## src/rtl/vga_controller.sv

```systemverilog
// 640x480 VGA timing generator; define VGA_PIX_DIV_EN to run from a 2x clk with an internal divide-by-2.
// Outputs are registered one pixel tick behind the counters; free-running, no backpressure.
module vga_controller #(
  parameter int H_ACTIVE = 640,
  parameter int H_FP     = 16,
  parameter int H_SYNC   = 96,
  parameter int H_BP     = 48,
  parameter int V_ACTIVE = 480,
  parameter int V_FP     = 10,
  parameter int V_SYNC   = 2,
  parameter int V_BP     = 33
) (
  input  logic       clk,
  input  logic       rst_n,
  output logic [9:0] x,
  output logic [9:0] y,
  output logic       hsync,
  output logic       vsync,
  output logic       blank_n,
  output logic       sync_n,
  output logic       vga_clk,
  output logic       frame_start
);

  localparam logic [9:0] H_MAX    = 10'(H_ACTIVE + H_FP + H_SYNC + H_BP - 1);
  localparam logic [9:0] V_MAX    = 10'(V_ACTIVE + V_FP + V_SYNC + V_BP - 1);
  localparam logic [9:0] H_VIS    = 10'(H_ACTIVE);
  localparam logic [9:0] V_VIS    = 10'(V_ACTIVE);
  localparam logic [9:0] HS_START = 10'(H_ACTIVE + H_FP);
  localparam logic [9:0] HS_END   = 10'(H_ACTIVE + H_FP + H_SYNC);
  localparam logic [9:0] VS_START = 10'(V_ACTIVE + V_FP);
  localparam logic [9:0] VS_END   = 10'(V_ACTIVE + V_FP + V_SYNC);

  logic       pix_en;
  logic [9:0] hcnt_q, hcnt_d, vcnt_q, vcnt_d;
  logic [9:0] x_q, x_d, y_q, y_d;
  logic       hsync_q, hsync_d, vsync_q, vsync_d;
  logic       blank_n_q, blank_n_d, frame_start_q, frame_start_d;

`ifdef VGA_PIX_DIV_EN
  logic toggle_q, toggle_d;

  always_comb toggle_d = ~toggle_q;

  always_ff @(posedge clk or negedge rst_n) begin
    if (!rst_n) toggle_q <= 1'b0;
    else        toggle_q <= toggle_d;
  end

  assign pix_en  = toggle_q;
  assign vga_clk = toggle_q;
`else
  assign pix_en  = 1'b1;
  assign vga_clk = clk;
`endif

  always_comb begin
    hcnt_d        = hcnt_q;
    vcnt_d        = vcnt_q;
    x_d           = x_q;
    y_d           = y_q;
    hsync_d       = hsync_q;
    vsync_d       = vsync_q;
    blank_n_d     = blank_n_q;
    frame_start_d = 1'b0;
    if (pix_en) begin
      hcnt_d = (hcnt_q == H_MAX) ? 10'd0 : hcnt_q + 10'd1;
      if (hcnt_q == H_MAX) vcnt_d = (vcnt_q == V_MAX) ? 10'd0 : vcnt_q + 10'd1;
      // Everything shown this tick is decoded from the pre-increment counts.
      x_d           = hcnt_q;
      y_d           = vcnt_q;
      hsync_d       = !((hcnt_q >= HS_START) && (hcnt_q < HS_END));
      vsync_d       = !((vcnt_q >= VS_START) && (vcnt_q < VS_END));
      blank_n_d     = (hcnt_q < H_VIS) && (vcnt_q < V_VIS);
      frame_start_d = (hcnt_q == 10'd0) && (vcnt_q == 10'd0);
    end
  end

  always_ff @(posedge clk or negedge rst_n) begin
    if (!rst_n) begin
      hcnt_q        <= 10'd0;
      vcnt_q        <= 10'd0;
      x_q           <= 10'd0;
      y_q           <= 10'd0;
      hsync_q       <= 1'b1;
      vsync_q       <= 1'b1;
      blank_n_q     <= 1'b0;
      frame_start_q <= 1'b0;
    end else begin
      hcnt_q        <= hcnt_d;
      vcnt_q        <= vcnt_d;
      x_q           <= x_d;
      y_q           <= y_d;
      hsync_q       <= hsync_d;
      vsync_q       <= vsync_d;
      blank_n_q     <= blank_n_d;
      frame_start_q <= frame_start_d;
    end
  end

  assign x           = x_q;
  assign y           = y_q;
  assign hsync       = hsync_q;
  assign vsync       = vsync_q;
  assign blank_n     = blank_n_q;
  assign frame_start = frame_start_q;
  assign sync_n      = 1'b0;

endmodule
```

## config.mk

```make
export PLATFORM = sky130hd
export DESIGN_NAME = vga_controller
export DESIGN_NICKNAME = d
export VERILOG_FILES = /design/src/rtl/vga_controller.sv
export SDC_FILE = /design/constraint.sdc
export NUM_CORES = 1
export LEC_CHECK = 0
export CAP_MARGIN = 20
export CORE_MARGIN = 1.5
export CORE_UTILIZATION = 35
export CTS_BUF_LIST = sky130_fd_sc_hd__clkbuf_8
export CTS_CLUSTER_SIZE = 10
export DETAILED_ROUTE_END_ITERATION = 7
export DONT_BUFFER_PORTS = 1
export MAX_ROUTING_LAYER = met4
export SLEW_MARGIN = 20
export SYNTH_ARGS = -nofsm -noshare
export SYNTH_HDL_FRONTEND = slang
export SYNTH_SLANG_ARGS = --single-unit
```

## constraint.sdc

```tcl
create_clock -name clk -period 4 [get_ports clk]
set_input_delay 0.8 -clock clk [delete_from_list [all_inputs] [get_ports clk]]
set_output_delay 0.8 -clock clk [all_outputs]
set_load 0.05 [all_outputs]
```

==> results of run 1 <==
-- power breakdown --
part	switching, mW	internal (mW)
logic	0.00204	0
registers	0	0.445
clock network	0.136	0.138
total	0.138	0.582
-- layout make-up --
type | instances | area, um2
inverters | 5 | 18.8
flip-flops and latches | 44 | 1100
fillers | 435 | 2850
well taps | 67 | 83.8
clock inverters | 2 | 10.0
clock buffers | 6 | 82.6
multi-input cells | 88 | 571
-- cells in the final DEF (no fill, tap or decap), drive strengths merged, types with 5 or more instances in the layout --
cell / instances
dfrtp: 42
nand3: 12
nand2: 10
nor3: 7
xnor2: 6
nor2: 6
nand4: 6
clkbuf: 6
inv: 5
ha: 5
-- synthesized netlist by cell type (all sizes together) --
cell type	instances	area share
a21oi	3	0.0087
a221oi	1	0.0051
a2bb2oi	1	0.0051
a31oi	4	0.015
and2	1	0.0036
and3	2	0.0073
and4	1	0.0051
buf	5	0.017
conb	1	0.0022
dfrtp	42	0.61
dfstp	2	0.031
ha	5	0.036
inv	5	0.011
mux2	1	0.0065
nand2	10	0.022
nand2b	1	0.0036
nand3	12	0.035
nand4	6	0.022
nor2	6	0.013
nor2b	2	0.0073
nor3	7	0.027
nor4	4	0.015
nor4b	1	0.0051
o2111ai	1	0.0051
o21ai	4	0.012
o31ai	1	0.0044
or2	1	0.0036
or3	1	0.0044
or4b	1	0.0080
xnor2	6	0.031
xor2	4	0.020
-- worst min path at each step --
stage	to	from	slack [ns]	cells after the start
2_1_floorplan	y[3]	vcnt_q[3]	0.35	0
3_3_place_gp	x[9]	hcnt_q[9]	0.43	0
3_5_place_dp	x[9]	hcnt_q[9]	0.42	0
5_1_grt	x[3]	rst_n	0.17	0
4_1_cts	x[2]	rst_n	0.18	0
6_report	hcnt_q[6]	rst_n	0.20	0
-- state kept, by name (all words and copies together) (netlist names) --
signal,count
y,10
vcnt_q,10
frame_start,1
hsync,1
vsync,1
x,10
blank_n,1
hcnt_q,10
-- cells by family (layout without fill, tap and decap cells) --
family          count (synthesis)  in the layout  synth area share
buf+inv                        10             13            0.0283
flops                          44             44             0.641
simple gates                   56             56             0.181
xor+xnor                       10             10            0.0508
mux                             1              1           0.00654
compound gates                 15             15            0.0545
other cells                     1              1           0.00218
fa+ha+maj                       5              5            0.0363
-- per-layer routing --
metal  routed length, um  GRT usage  part of all wire  up-vias
li1                    -          -                 -      506
met2                1450      0.193              0.47       59
met3                 219     0.0608             0.072        7
met5                   0          -                 0        -
met1                1290      0.172              0.42      533
met4                  97     0.0922             0.032        0
-- stage by stage --
stage | power, mW | utilization
final | 0.720 | 0.396
after detailed placement | 0.455 | 0.376
after floorplan | 0.510 | -
after global routing | 0.753 | 0.396
after global placement | 0.455 | 0.376
after CTS | 0.731 | 0.396
==> results.cfg, run 1 <==
[die]
coreArea_um2 = 4720
start_util = 0.365
io_pins = 28
die_y_um = 73.2
die_x_um = 73.2
dieArea_um2 = 5350
core.rowCount = 25

[grt]
grt_pass1_wl_um = 5330
grt_max_degree = 45
grtUsageTotal = 0.143
grt_overflow = 0
grt_antenna_before_repair = 0
first_global_vias = 1055

[flow_run]
drv_cap = 0

[timing]
setup_viol = 0
slew_headroom = 0.598
drv_slew = 0
fin_setup_tns_ns = 0
worst_pin_slew_ns = 0.601
worst_slack_ns = 1.20
fin_worst_skew_ns = 0.00374
rsz0062_at_grt = no
hold_ws_ns = 0.197
hold_viol = 0

[cts]
cts_hold_buf = 0
ctsHtreeMaxLevel = 2
clkLatencyLatePin_ns = 0.29
cts_buffers = 5
cts.repair.resized = 0
path_clk_slew_ns = 0.08
cts_root_buf = clkbuf_8
post_cts_buffers = 0
tritoncts = built
cts.path.max_buffers = 2
clkSinkCount = 44

[layout]
n_antenna_cell = 0
area_delta_synth_final_pct = 8.50
fin_cells = 212
layout-drive-gt1-share = 0.103
finish.instance_area_um2 = 1870
nets = 151

[route]
drt_iter0_drc = 146
routedWlPerCell_um = 14.4
dr.pass1.iters = 4
antenna_left = 0
drt_drc_violations_left = 0
drt_wl_total_um = 3060
dr_total_vias = 1105
drt-vias-per-instance = 5.21

[critical_path]
r2r-end = vcnt_q[4]
critPathRequiredTime_ns = 3.20
startpoint_type = clock port
critPathMaxFanout = 2
worstPathArrival_ns = 2.00
crit_start = clk
crit_type = clk2out
worstSetupPathDepth = 0
reg2reg_slack_ns = 1.67
reg2reg_from = hcnt_q[0]
reg2regPathDepth = 5
worstSetupEndpoint = vga_clk
crit_path_end_kind = primary output

[status]
outcome = finished clean

[placed_design]
pre_cts_slack_ns = 1.20
place.gp.congestion = 0.884
dp_hpwl_um = 2010
place_area_um2 = 1780
port_buffers = 0
dp_cells = 204

[logic_synthesis]
synth.distinct_cells = 33
synth_nets = 149
syn-cell-area_um2 = 1720
yosys_warnings = 0
synth-seq-area-share = 0.641
synthCells = 142
avgSynthCellArea_um2 = 12.1
ys_ff_latch = 44

[power_and_ir_drop]
p_leak_nw = 0.839
ir_drop_uv = 118
p_per_area_nw_per_um2 = 385

[hold_path]
min_path_type = in2async
No activity file was read; power rests on OpenSTA's default activity.
==> run 2, diff against run 1 <==
clock period = 2.9 ns   (was 4 ns; I/O delays follow)
==> run 2 against run 1 <==
  * Power increased by 40%
  * Critical path type is now reg2reg
  * Largest power group unchanged
  * Clock power up 38%
  * Die area did not move
  * Cell count grew 0.94%
  * Design area rose by 1.3%
  * Sequential cell count is the same
==> results.cfg, run 2 (synthesis results as in run 1) <==
[cts]
path_clk_slew_ns = 0.08
clkLatencyLatePin_ns = 0.30
post_cts_buffers = 0
cts_buffers = 5
cts.path.max_buffers = 2
ctsHtreeMaxLevel = 2
tritoncts = built
cts_root_buf = clkbuf_8
clkSinkCount = 44

[placed_design]
place_area_um2 = 1780
place.gp.congestion = 0.897
pre_cts_slack_ns = 0.744
dp_cells = 205
port_buffers = 0
dp_hpwl_um = 2170

[layout]
layout-drive-gt1-share = 0.102
fillers = 452
nets = 153
utilization = 0.401
n_antenna_cell = 0
fin_cells = 214
final_common_cell = dfrtp_1
layout_common_cells = dfrtp_1 (42), nand3_1 (12), nand2_1 (10)
area_delta_synth_final_pct = 9.95
finish.instance_area_um2 = 1890

[grt]
use_met3 = 0.0552
grt_overflow = 0
use_met2 = 0.214
first_global_vias = 1108
grt_max_degree = 43
grt.busiest_layer = met2
grtUsageTotal = 0.153
grt_antenna_before_repair = 0
grt_pass1_wl_um = 5620
grt_util_met1 = 0.181

[timing]
rsz0062_at_grt = no
worst_slack_ns = 0.729
fin_worst_skew_ns = 0.00875
drv_slew = 0
slew_headroom = 0.665
fin_setup_tns_ns = 0
final.min_clock_period_ns = 2.17
setup_viol = 0
hold_viol = 0
fmax_mhz = 461
worst_pin_slew_ns = 0.499
post-route-period-util = 0.749
hold_ws_ns = 0.113

[die]
io_pins = 28
die_y_um = 73.2
die_x_um = 73.2
core.rowCount = 25
start_util = 0.365
dieArea_um2 = 5350
coreArea_um2 = 4720

[critical_path]
path_cells = ha_1, or4b_4, nor4_1, nand3_1, xnor2_1
crit_start = hcnt_q[0]
slowest_stage = or4b_4
startpoint_type = flip-flop
reg2reg_from = hcnt_q[0]
crit_type = reg2reg
critPathMaxStageDelay_ns = 0.52
critPathRequiredTime_ns = 3.07
worstPathArrival_ns = 2.34
crit_path_end_kind = flip-flop
critPathMaxFanout = 7

[power_and_ir_drop]
p_per_area_nw_per_um2 = 532
ir_drop_uv = 164
power_mw = 1.01
p_leak_nw = 0.857

[route]
antenna_left = 0
dr_total_vias = 1119
drt_drc_violations_left = 0
drt-vias-per-instance = 5.23
drt_wl_total_um = 3390
routedWlPerCell_um = 15.8
dr.pass1.iters = 4
drt_iter0_drc = 138

[hold_path]
min_path_type = in2async

[flow_run]
drv_cap = 0

[status]
outcome = finished clean
[run 2: cell types whose count changed in the layout (fill, tap and decap cells not counted)]
| cell | before | now |
|---|---|---|
| buf_12 | 0 | 1 |
| buf_4 | 0 | 1 |
| clkinv_2 | 2 | 0 |
| inv_1 | 5 | 7 |
[run 2: worst paths after layout]
path	end	slack [ns]	cells past startpoint
worst max-delay path	vcnt_q[7]	0.73	5
worst min-delay path	y[0]	0.11	1
worst max register to register	vcnt_q[7]	0.73	5
worst min register to register	x[9]	0.45	0
max in group asynchronous	y[8]	2.58	1
min in group clk	x[9]	0.45	0
[run 2: metal layers]
| metal | vias up | routed length, um |
|---|---|---|
| met5 | - | 0 |
| met4 | 0 | 124 |
| met3 | 8 | 194 |
| met2 | 42 | 1690 |
| met1 | 563 | 1380 |
| li1 | 506 | - |
[run 2: repair_timing]
item / in CTS / in global routing
resized for setup: 0 / 0
hold buffers: 1 / 0
hold endpoints to repair: 42 / 0
[run 2: worst max-delay path: cells and delay by family (launching register included)]
family,cells,cell delay [ns]
simple gates,3,1.13
flops,1,0.47
xor+xnor,1,0.16
fa+ha+maj,1,0.29
[run 2: layout make-up]
type	count	area, um2	share of cell area
multi-input combinational	88	571	0.301
clock inverter	2	7.51	0.00396
inverter	5	18.8	0.00991
tap	67	83.8	0.0443
timing repair buffer	2	27.5	0.0145
clock buffer	6	82.6	0.0436
sequential	44	1100	0.583
[run 2: power by group]
| part | internal [mW] | switching [mW] |
|---|---|---|
| Combinational | 0.00288 | 0.0132 |
| Clock | 0.187 | 0.191 |
| Sequential | 0.613 | 0 |
==> run 3, diff against run 2 <==
clock period = 1.8 ns   (was 2.9 ns; I/O delays follow)
==> run 3 against run 2 <==
  * Count of clock-buffer cells in the layout shrank 1
  * Hold slack gained 0.25 ns
  * Combinational power grew 81%
  * Largest cell class unchanged
  * Register-to-register slack lost 0.69 ns
  * Non-clock buffer count grew 15
  * Global-route usage grew 0.16 points
  * Via count grew 1.8%
==> results.cfg, run 3 (synthesis results as in run 1) <==
[route]
drt_wl_total_um = 3360
drt_iter0_drc = 142
dr.pass1.iters = 4
dr_total_vias = 1139
drt-vias-per-instance = 4.97
drt_drc_violations_left = 0
antenna_left = 0
routedWlPerCell_um = 14.7

[grt]
grt_overflow = 0
first_global_vias = 1129
grt_pass1_wl_um = 5830
grt_max_degree = 45
grt_antenna_before_repair = 0
grtUsageTotal = 0.154

[cts]
cts.path.max_buffers = 2
cts_root_buf = clkbuf_8
tritoncts = built
clkLatencyLatePin_ns = 0.30
path_clk_slew_ns = 0.08
clkSinkCount = 44
ctsHtreeMaxLevel = 2
cts_buffers = 5

[layout]
n_antenna_cell = 0
ff_latch_area_um2 = 1100
final_common_cell = dfrtp_1
multi_input_area_um2 = 598
layout-drive-gt1-share = 0.210
layout_common_cells = dfrtp_1 (41), buf_4 (14), nand3_1 (12)
nets = 168
area_delta_synth_final_pct = 19.8
fin_cells = 229
fillers = 430
finish.instance_area_um2 = 2060

[power_and_ir_drop]
p_leak_nw = 0.951
power_mw = 1.75
p_per_area_nw_per_um2 = 847
ir_drop_uv = 279

[critical_path]
worstPathArrival_ns = 1.95
reg2reg_slack_ns = 0.04
crit_type = reg2reg
reg2reg_from = hcnt_q[1]
path_cells = ha_4, or4b_4, nor3_4, nand4_1, mux2_2
critPathMaxFanout = 3
critPathRequiredTime_ns = 1.99
crit_path_end_kind = flip-flop
startpoint_type = flip-flop
critPathMaxStageDelay_ns = 0.49
r2r-end = vcnt_q[4]
reg2regPathDepth = 5
crit_start = hcnt_q[1]
slowest_stage = or4b_4

[timing]
rsz0062_at_grt = yes
post-route-period-util = 0.978
hold_ws_ns = 0.361
fmax_mhz = 568
setup_viol = 0
fin_worst_skew_ns = 0.00712
drv_slew = 0
hold_viol = 0
final.min_clock_period_ns = 1.76

[hold_path]
min_path_type = clk2out
hold_depth = 0
hold_end = vga_clk
holdCritStartpoint = clk

[die]
core.rowCount = 25
io_pins = 28
dieArea_um2 = 5350
die_y_um = 73.2
die_x_um = 73.2
start_util = 0.365
coreArea_um2 = 4720

[flow_run]
drv_cap = 0

[placed_design]
place.gp.congestion = 0.924
dp_cells = 217
port_buffers = 0
dp_hpwl_um = 2230
place_area_um2 = 1890

[status]
outcome = finished clean
==> run 3: how the worst max path moves through the flow <==
stage                     end  slack, ns
floorplan           vcnt_q[4]      -0.08
global placement    vcnt_q[8]       0.04
detailed placement  vcnt_q[8]      0.007
CTS                 vcnt_q[5]       0.03
global route        vcnt_q[8]      -0.05
finish              vcnt_q[4]       0.04
==> run 3: per-stage QoR <==
step	TNS (ns)	worst slack, ns	utilization
after floorplan	-0.0875	-0.0785	-
after global placement	0	0.0409	0.401
after detailed placement	0	0.00683	0.401
after CTS	0	0.0350	0.432
after global routing	-0.114	-0.0467	0.437
final	0	0.0400	0.437
==> run 3: timing repair <==
item | in CTS | in global routing
setup buffers | 0 | 2
setup endpoints to repair | 2 | 6
gates resized for setup | 1 | 1
endpoints found under the hold margin | 44 | 0
hold buffers | 2 | 0
pin swaps | 1 | 0
==> run 3: power by group <==
part | leakage, nW | internal, mW | switching [mW]
clock | 0.0541 | 0.410 | 0.320
combinational | 0.319 | 0.00597 | 0.0232
sequential | 0.578 | 0.988 | 0
total | 0.951 | 1.40 | 0.343
==> run 3: critical path: cells and delay by family, from the launching register on <==
family,cells,cell delay [ns]
and+or+nand+nor,3,0.81
DFF,1,0.40
muxes,1,0.30
adders and majority gates,1,0.14
==> run 3: per-layer routing <==
metal	global-route usage	wire, um
met2	0.213	1620
met3	0.0677	206
met1	0.192	1460
met5	-	0
met4	0.0734	69
==> run 3: layout make-up <==
cell class | instances | area share
sequential | 44 | 0.535
timing repair buffer | 17 | 0.0710
clock buffer | 5 | 0.0334
clock inverter | 3 | 0.0206
multi-input combinational | 88 | 0.290
tap | 67 | 0.0406
inverter | 5 | 0.00910
